**src/rtl/mux_sel_scanner_pkg.sv**
```systemverilog
// Shared types and defaults for the mux select scanner.
// MUX_SCAN_CHANGE_EN (optional) adds the per-sweep change vector.
package mux_scan_pkg;

  typedef enum logic [1:0] {
    IDLE = 2'd0,
    SCAN = 2'd1,
    DONE = 2'd2
  } state_e;

  localparam int unsigned N_IN_DEFAULT  = 4;
  localparam int unsigned DWELL_DEFAULT = 4;

  // Select/counter width; a single-value range still needs one bit.
  function automatic int unsigned sel_w(input int unsigned n);
    return (n > 1) ? $clog2(n) : 1;
  endfunction

endpackage

```
**src/rtl/mux_sel_scanner_if.sv**
```systemverilog
// Scanner <-> control/mux signal bundle.
// MUX_SCAN_CHANGE_EN adds the change vector to the bundle.
interface mux_sel_scanner_if #(
  parameter int unsigned N_IN = mux_scan_pkg::N_IN_DEFAULT
) ();
  import mux_scan_pkg::*;

  localparam int unsigned SEL_W = sel_w(N_IN);

  logic             start;
  logic             mux_out;
  logic [SEL_W-1:0] sel;
  logic             busy;
  logic             done;
  logic [N_IN-1:0]  sample;
`ifdef MUX_SCAN_CHANGE_EN
  logic [N_IN-1:0]  change;

  modport master (
    input  start, mux_out,
    output sel, busy, done, sample, change
  );

  modport slave (
    output start, mux_out,
    input  sel, busy, done, sample, change
  );
`else
  modport master (
    input  start, mux_out,
    output sel, busy, done, sample
  );

  modport slave (
    output start, mux_out,
    input  sel, busy, done, sample
  );
`endif

endinterface

```
**src/rtl/mux_sel_scanner_dwell_counter.sv**
```systemverilog
// Loadable count-up dwell counter; flags the last clock of a dwell.
module dwell_counter #(
  parameter int unsigned DWELL = mux_scan_pkg::DWELL_DEFAULT,
  parameter int unsigned CNT_W = mux_scan_pkg::sel_w(DWELL)
) (
  input  logic clk,
  input  logic rst_n,
  input  logic load,
  input  logic en,
  output logic tc_c
);

  logic [CNT_W-1:0] cnt_q;

  always_ff @(posedge clk or negedge rst_n) begin
    if (!rst_n) begin
      cnt_q <= '0;
    end else if (load) begin
      cnt_q <= '0;
    end else if (en) begin
      cnt_q <= cnt_q + CNT_W'(1);
    end
  end

  assign tc_c = en && (cnt_q == CNT_W'(DWELL - 1));

endmodule

```
**src/rtl/mux_sel_scanner.sv**
```systemverilog
// Steps the mux select through every input, samples each at the end of its dwell,
// and publishes one snapshot per sweep. MUX_SCAN_CHANGE_EN adds a change vector.
module mux_sel_scanner
  import mux_scan_pkg::*;
#(
  parameter int unsigned N_IN       = N_IN_DEFAULT,
  parameter int unsigned DWELL      = DWELL_DEFAULT,
  parameter int unsigned CONTINUOUS = 0
) (
  input  logic                 clk,
  input  logic                 rst_n,
  mux_sel_scanner_if.master    bus
);

  localparam int unsigned SEL_W = sel_w(N_IN);
  localparam int unsigned CNT_W = sel_w(DWELL);
  localparam bit          AUTO  = (CONTINUOUS != 0);

  state_e           state_q, state_d;
  logic [SEL_W-1:0] sel_q, sel_d;
  logic [N_IN-1:0]  shadow_q, shadow_d;
  logic [N_IN-1:0]  sample_q, sample_d;
  logic             busy_q, busy_d;
  logic             done_q, done_d;
  logic             tc_c;
`ifdef MUX_SCAN_CHANGE_EN
  logic [N_IN-1:0]  change_q, change_d;
`endif

  // Counter is held at zero outside SCAN and restarts at each dwell boundary.
  dwell_counter #(
    .DWELL (DWELL),
    .CNT_W (CNT_W)
  ) u_dwell (
    .clk   (clk),
    .rst_n (rst_n),
    .load  ((state_q != SCAN) || tc_c),
    .en    (state_q == SCAN),
    .tc_c  (tc_c)
  );

  always_ff @(posedge clk or negedge rst_n) begin
    if (!rst_n) begin
      state_q  <= IDLE;
      sel_q    <= '0;
      shadow_q <= '0;
      sample_q <= '0;
      busy_q   <= 1'b0;
      done_q   <= 1'b0;
`ifdef MUX_SCAN_CHANGE_EN
      change_q <= '0;
`endif
    end else begin
      state_q  <= state_d;
      sel_q    <= sel_d;
      shadow_q <= shadow_d;
      sample_q <= sample_d;
      busy_q   <= busy_d;
      done_q   <= done_d;
`ifdef MUX_SCAN_CHANGE_EN
      change_q <= change_d;
`endif
    end
  end

  // Next state; sample takes the completed shadow including the bit captured this edge.
  always_comb begin
    state_d  = state_q;
    sel_d    = sel_q;
    shadow_d = shadow_q;
    sample_d = sample_q;
    done_d   = 1'b0;
`ifdef MUX_SCAN_CHANGE_EN
    change_d = change_q;
`endif
    case (state_q)
      IDLE: begin
        sel_d = '0;
        if (bus.start || AUTO) begin
          state_d = SCAN;
        end
      end
      SCAN: begin
        if (tc_c) begin
          shadow_d[sel_q] = bus.mux_out;
          if (sel_q == SEL_W'(N_IN - 1)) begin
            state_d  = DONE;
            sample_d = shadow_d;
            done_d   = 1'b1;
`ifdef MUX_SCAN_CHANGE_EN
            change_d = shadow_d ^ sample_q;
`endif
          end else begin
            sel_d = sel_q + SEL_W'(1);
          end
        end
      end
      DONE: begin
        sel_d   = '0;
        state_d = (bus.start || AUTO) ? SCAN : IDLE;
      end
      default: begin
        state_d = IDLE;
        sel_d   = '0;
      end
    endcase
    busy_d = (state_d != IDLE);
  end

  assign bus.sel    = sel_q;
  assign bus.busy   = busy_q;
  assign bus.done   = done_q;
  assign bus.sample = sample_q;
`ifdef MUX_SCAN_CHANGE_EN
  assign bus.change = change_q;
`endif

endmodule

```
**src/flat_wrapper.sv**
```systemverilog
// flat-port wrapper written by rule: the top's interface ports become plain ports
module mux_sel_scanner_flat import mux_scan_pkg::*;
#(
  parameter int unsigned N_IN       = N_IN_DEFAULT,
  parameter int unsigned DWELL      = DWELL_DEFAULT,
  parameter int unsigned CONTINUOUS = 0
)
  (clk, rst_n, bus_start, bus_mux_out, bus_sel, bus_busy, bus_done, bus_sample);
  mux_sel_scanner_if #(.N_IN(N_IN)) bus_i ();
  input  logic clk;
  input  logic rst_n;
  input wire logic [$bits(bus_i.start)-1:0] bus_start;
  input wire logic [$bits(bus_i.mux_out)-1:0] bus_mux_out;
  output wire logic [$bits(bus_i.sel)-1:0] bus_sel;
  output wire logic [$bits(bus_i.busy)-1:0] bus_busy;
  output wire logic [$bits(bus_i.done)-1:0] bus_done;
  output wire logic [$bits(bus_i.sample)-1:0] bus_sample;
  assign bus_i.start = bus_start;
  assign bus_i.mux_out = bus_mux_out;
  assign bus_sel = bus_i.sel;
  assign bus_busy = bus_i.busy;
  assign bus_done = bus_i.done;
  assign bus_sample = bus_i.sample;
  mux_sel_scanner #(.N_IN(N_IN), .DWELL(DWELL), .CONTINUOUS(CONTINUOUS)) u_core (.clk(clk), .rst_n(rst_n), .bus(bus_i));
endmodule
```
**config.mk**
```make
export PLATFORM = sky130hd
export DESIGN_NAME = mux_sel_scanner_flat
export DESIGN_NICKNAME = d
export VERILOG_FILES = /design/src/rtl/mux_sel_scanner_pkg.sv /design/src/rtl/mux_sel_scanner_if.sv /design/src/rtl/mux_sel_scanner_dwell_counter.sv /design/src/rtl/mux_sel_scanner.sv /design/src/flat_wrapper.sv
export SDC_FILE = /design/constraint.sdc
export NUM_CORES = 1
export LEC_CHECK = 0
export ABC_AREA = 0
export CAP_MARGIN = 20
export CORE_UTILIZATION = 30
export DETAILED_ROUTE_END_ITERATION = 10
export MAX_ROUTING_LAYER = met4
export PLACE_DENSITY = 0.5
export SLEW_MARGIN = 10
export SYNTH_ARGS = -nofsm -noshare
export SYNTH_HDL_FRONTEND = slang
export SYNTH_SLANG_ARGS = --single-unit
```
**constraint.sdc**
```tcl
create_clock -name clk -period 2.2 [get_ports clk]
set_input_delay 0.33 -clock clk [delete_from_list [all_inputs] [get_ports clk]]
set_output_delay 0.33 -clock clk [all_outputs]
set_load 0.05 [all_outputs]
```
Word level (Yosys, flattened, before mapping):

Index checks and enable logic that the tools add are counted.

* shift-type cells: 0
* multiplexer cells: 16
* $mul: 0
* reductions and logical operators: 9
* order comparisons: 2
* eq/ne operators: 7
* bitwise operators: 0
* divide/modulo/power cells: 0
* add/subtract/negate cells: 2

Operator list (number)
* 2-bit two-way mux: 8
* 2-bit equality test (second input constant): 3
* 2-bit case mux with 3 select lines: 1
* 1-bit two-way mux: 5
* 2-bit by 1-bit adder with 2-bit output (second input constant): 2
* 4-bit bitwise mux: 1
* 2-bit by 1-bit != test with 1-bit output (second input constant): 2
* 2-bit AND reduction: 2
* 2-bit nonzero test: 2
* 2-bit by 3-bit < comparator with 1-bit output (second input constant): 1
* 3-bit AND reduction: 1
* 1-bit demux with 2-bit select: 1
* 2-bit by 1-bit equality test with 1-bit output (second input constant): 1
* 2-bit by 1-bit >= comparator with 1-bit output (second input constant): 1
* 1-bit logical AND: 2
* 2-bit logical NOT: 1
* 2-bit != test (second input constant): 1
* 1-bit logical OR: 1

* logic and storage cells: 43
* bits in latches: 0
* output and inout port bits: 8
* ROM bits: 0
* memories: 0
* memory bits (writable): 0
* bits of input ports: 4
* register bits after elaboration: 16

Longest topological paths before layout:

* word-level depth: 5
* depth in mapped cells: 5
* mapped depth without buffers: 5

Hierarchy:

Synthesis repeated with hierarchy kept, for this count alone.

* cell total of the unflattened synthesis: 61
* area, all modules: 698.2 um^2

Modules (own cells, without submodules)
* mux_sel_scanner: cells an instance 53, sequential area each 325.3 um^2, times used 1, area each 601.8 um^2
* dwell_counter: cells an instance 8, sequential area each 50.0 um^2, times used 1, area each 96.3 um^2

Worst setup path after synthesis:

No wires, ideal clock.

* path type: register to register
* from: register u_core.sel_q[0], in the netlist u_core.bus.sel[0]
* to: register u_core.shadow_q[0]
* data arrival time: 1411 ps
* library setup time: 127 ps
* cell stages (with the launch flop): 5
* period minus slack after synthesis: 1539 ps
* data required time: 2073 ps
* path buffers: 0
* slack: 661 ps
* path through: dfrtp_1 -> inv_1 -> ha_1 -> nand3_1 -> mux2_1

* word-level cells in the longest chain between the ends: 5
* elaborated cells on any way between the ends: 6
* classes of those cells: order compare (2); mux (3); reduce/logical (1)

Ends and longest elaborated chain
* from (decl): RTL line mux_sel_scanner.sv:20 `logic [SEL_W-1:0] sel_q, sel_d;`
* from (signal assigned): RTL line mux_sel_scanner.sv:55 `sel_q <= sel_d;`
* 2-bit by 3-bit < comparator with 1-bit output (not written as such) or 2-bit by 1-bit >= comparator with 1-bit output (tied branches): RTL line mux_sel_scanner.sv:85 `shadow_d[sel_q] = bus.mux_out;`
* 1-bit logical AND (not written as such): RTL line mux_sel_scanner.sv:85
* 1-bit two-way mux (not written as such): RTL line mux_sel_scanner.sv:85
* 1-bit demux with 2-bit select *
* 4-bit bitwise mux *: RTL line mux_sel_scanner.sv:85
* to (signal assigned): RTL line mux_sel_scanner.sv:56 `shadow_q <= shadow_d;`
* to (decl): RTL line mux_sel_scanner.sv:21 `logic [N_IN-1:0] shadow_q, shadow_d;`

Every way passes the cells marked *; elsewhere a longest branch is shown, timed or not.
A chain may end at the register's enable or synchronous reset.

Worst setup path after layout:

* from: register u_core.sel_q[0], in the netlist u_core.bus.sel[0]
* to: output bus_sel[0]

RTL lines
* to (decl): RTL line flat_wrapper.sv:14 `output wire logic [$bits(bus_i.sel)-1:0] bus_sel;`

No word-level cell between the ends.

==> results_dict.tcl <==
set metrics [dict create \
    cts_made_buffers 3 \
    grt_pass1_wl_um 2160 \
    rsz0062_at_grt "false" \
    synthFlopType "dfrtp_1" \
    path_cells "clkdlybuf4s50_1" \
    globalRouteMet3Util_pct 4.67 \
    grt_max_degree 16 \
    ctsHtreeMaxLevel 1 \
    drt-pass1-iter-count 2 \
    number_of_design_rule_violations_left_after_detail_routing 0 \
    power_leakage_nw 0.387 \
    design.final.nets 80 \
    post-cts-setup-buffers 0 \
    path_max_fanout 5 \
    reg_to_reg_critical_path_startpoint "u_core.u_dwell.cnt_q[0]" \
    drv_slew 0 \
    yosysMostFrequentCell "dfrtp_1" \
    holdCritPathClass "in2async" \
    global_route.usage.met1_pct 14.7 \
    dieHeight_um 48.8 \
    synth_sequential_area_ratio_pct 57.0 \
    fin_worst_hold_slack_ns 0.454 \
    num_vias 439 \
    dp_worst_setup_slack_ns 0.625 \
    start_util_pct 32.9 \
    totalNegativeSetupSlack_ns 0 \
    ir_drop_v 0.000567 \
    netlist_area_um2 658 \
    first_global_vias 475 \
    wire_per_inst_um 11.9 \
    ctsResizeCount 0 \
    crit_slowest_cell "clkdlybuf4s50_1" \
    ioPinCount 12 \
    critical-path-top-delay-family "buffers and inverters" \
    count_of_port_buffers_added_during_placement 11 \
    tritoncts "built" \
    dp.final_hpwl_um 826 \
    synth-edff-count 0 \
    area_share_of_the_leading_cell_type_in_the_synthesized_netlist_pct 57.0 \
    via_per_inst 4.53 \
    die_area_mm2 0.00238 \
    cp_slowest_stage_delay_ns 0.83 \
    critPathCaptureType "output pin" \
    clock-root-buffer "clkbuf_4" \
    gp_routability_congestion 0.707 \
    detailedRoute.firstIterationViolations 4 \
    postSynthRegisterBits 15 \
    area.growth.synth_to_final_pct 25.3 \
    async_flop_share_pct 100 \
    post_synth.cell_area_avg_um2 11.8 \
    critical_path_arrival_ns 1.55 \
    largest_buffer_count_on_any_clock_path 2 \
    run_status "complete, no violations" \
    number_of_antenna_violations_at_the_first_check_in_global_routing 0 \
    clkSlewWorstSetupHoldPaths_ns 0.09 \
    post_route_design_area_um2 825 \
    post_synth_inst_count 56 \
    synthDominantAreaCellType "dfrtp_1" \
    cp.required_ns 1.87 \
    timing.fmax_mhz 531 \
    finalWorstPathRequiredPeriod_ns 1.88 \
    top_usage_layer "met2" \
    post_dp_cell_area_um2 797 \
    core.rowCount 16 \
    yosys_warning_count 0 \
    synth_fp_nets 65 \
    synth.cells.most_frequent "dfrtp_1 (15), nand2_1 (6), ha_1 (5), inv_1 (4), mux2i_1 (4)" \
    grt_util_all_layers_pct 12.7 \
    slew-limit-headroom_pct 54.1 \
    startpoint_type "flop" \
    powerDensity_mw_per_mm2 1440 \
    report.final.hold_viol_count 0 \
    cts-hold-fix-buffers 0 \
    synth_cell_type_count 19 \
    worst_slew_pin_slew_ns 0.686 \
    clk-insertion-delay-late_ns 0.28 \
    route.final.wire_length_um 1160 \
    synth.area.top_cells "dfrtp_1 (57%), ha_1 (9.5%), mux2i_1 (6.1%), mux2_1 (5.1%), nand2_1 (3.4%)" \
    chipWidth_um 48.8 \
    timing.final.setup_violations 0 \
    postRouteAntennaNets 0 \
    layout_setup_ws_ns 0.317 \
    antenna-diode-count 0 \
    worstPathBufferInverterCount 1 \
    cp-startpoint "u_core.bus.sel[0]" \
    drive_above_1_share_pct 7.14 \
    core_area_mm2 0.00200 \
    met2_demand_to_capacity_share_in_global_routing_pct 19.4 \
    overflow 0 \
    final.setup_skew_ns 0.00599 \
    post-route-period-util_pct 85.6 \
    worst-setup-path-type "reg2out" \
    clock_sink_count 15 \
    cap_viol_max_count 0 \
]
-- per-stage QoR --
| stage | utilization (%) | power, mW | cells |
|---|---|---|---|
| 2_1_floorplan | - | 0.870 | 56 |
| 3_3_place_gp | 39.8 | 1.04 | 93 |
| 3_5_place_dp | 39.8 | 1.05 | 93 |
| 4_1_cts | 41.2 | 1.21 | 97 |
| 5_1_grt | 41.2 | 1.29 | 97 |
| 6_report | 41.2 | 1.19 | 97 |
-- flip-flops by register name, indices dropped and copies added, names as in the netlist --
signal                flops
u_core.bus.sel            2
u_core.bus.done           1
u_core.state_q            2
u_core.bus.sample         4
u_core.u_dwell.cnt_q      2
u_core.bus.busy           1
u_core.shadow_q           3
-- where the power goes --
group / switching [mW] / internal, mW / leakage [nW]
registers: 0.0668 / 0.384 / 0.173
clock network: 0.0886 / 0.0675 / 0.0177
logic: 0.354 / 0.230 / 0.197
total: 0.510 / 0.682 / 0.387
-- worst register-to-register path, stage by stage (launching register included) --
cell and delay (ns):
dfrtp_1 0.36, ha_1 0.30, nand4b_1 0.45, and2_1 0.34
-- kinds of logic after synthesis --
logic type      Yosys count  share of synthesized area [%]
compound gates            4                           3.04
xor+xnor                  1                           1.33
fa+ha+maj                 5                           9.51
buf+inv                   6                           3.61
flops                    15                           57.0
mux                       7                           11.2
simple gates             18                           14.3
-- cell type report --
class / instances / area [um^2]
Timing Repair Buffer: 11 / 110
Clock inverter: 1 / 5.00
Sequential cell: 15 / 375
Tap cell: 27 / 33.8
Clock buffer: 3 / 22.5
Fill cell: 209 / 1180
Inverter: 5 / 18.8
Multi-Input combinational cell: 35 / 259
-- placed cells by master, fill, tap and decap left out, types with 2 or more instances in the layout --
cell type        count
and2b_1              2
clkbuf_4             3
clkdlybuf4s50_1     11
dfrtp_1             15
ha_1                 5
inv_1                4
mux2_1               3
mux2i_1              4
nand2_1              6
nand3_1              3
nor2_1               2
o21ai_1              3
-- final timing paths --
path                                           end  slack [ns]  cells after the start
max                                     bus_sel[0]        0.32                      1
min                           u_core.bus.sample[3]        0.45                      1
max reg2reg                      u_core.state_q[0]        0.64                      3
min reg2reg                u_core.u_dwell.cnt_q[0]        0.45                      1
max in group asynchronous       u_core.shadow_q[1]        1.31                      1
min in group clk           u_core.u_dwell.cnt_q[0]        0.45                      1
-- per-layer routing --
metal / wire, um / up-vias
li1: - / 211
met1: 562 / 216
met2: 519 / 10
met3: 51 / 2
met4: 22 / 0
met5: 0 / -
(Power assumes the default switching activity.)
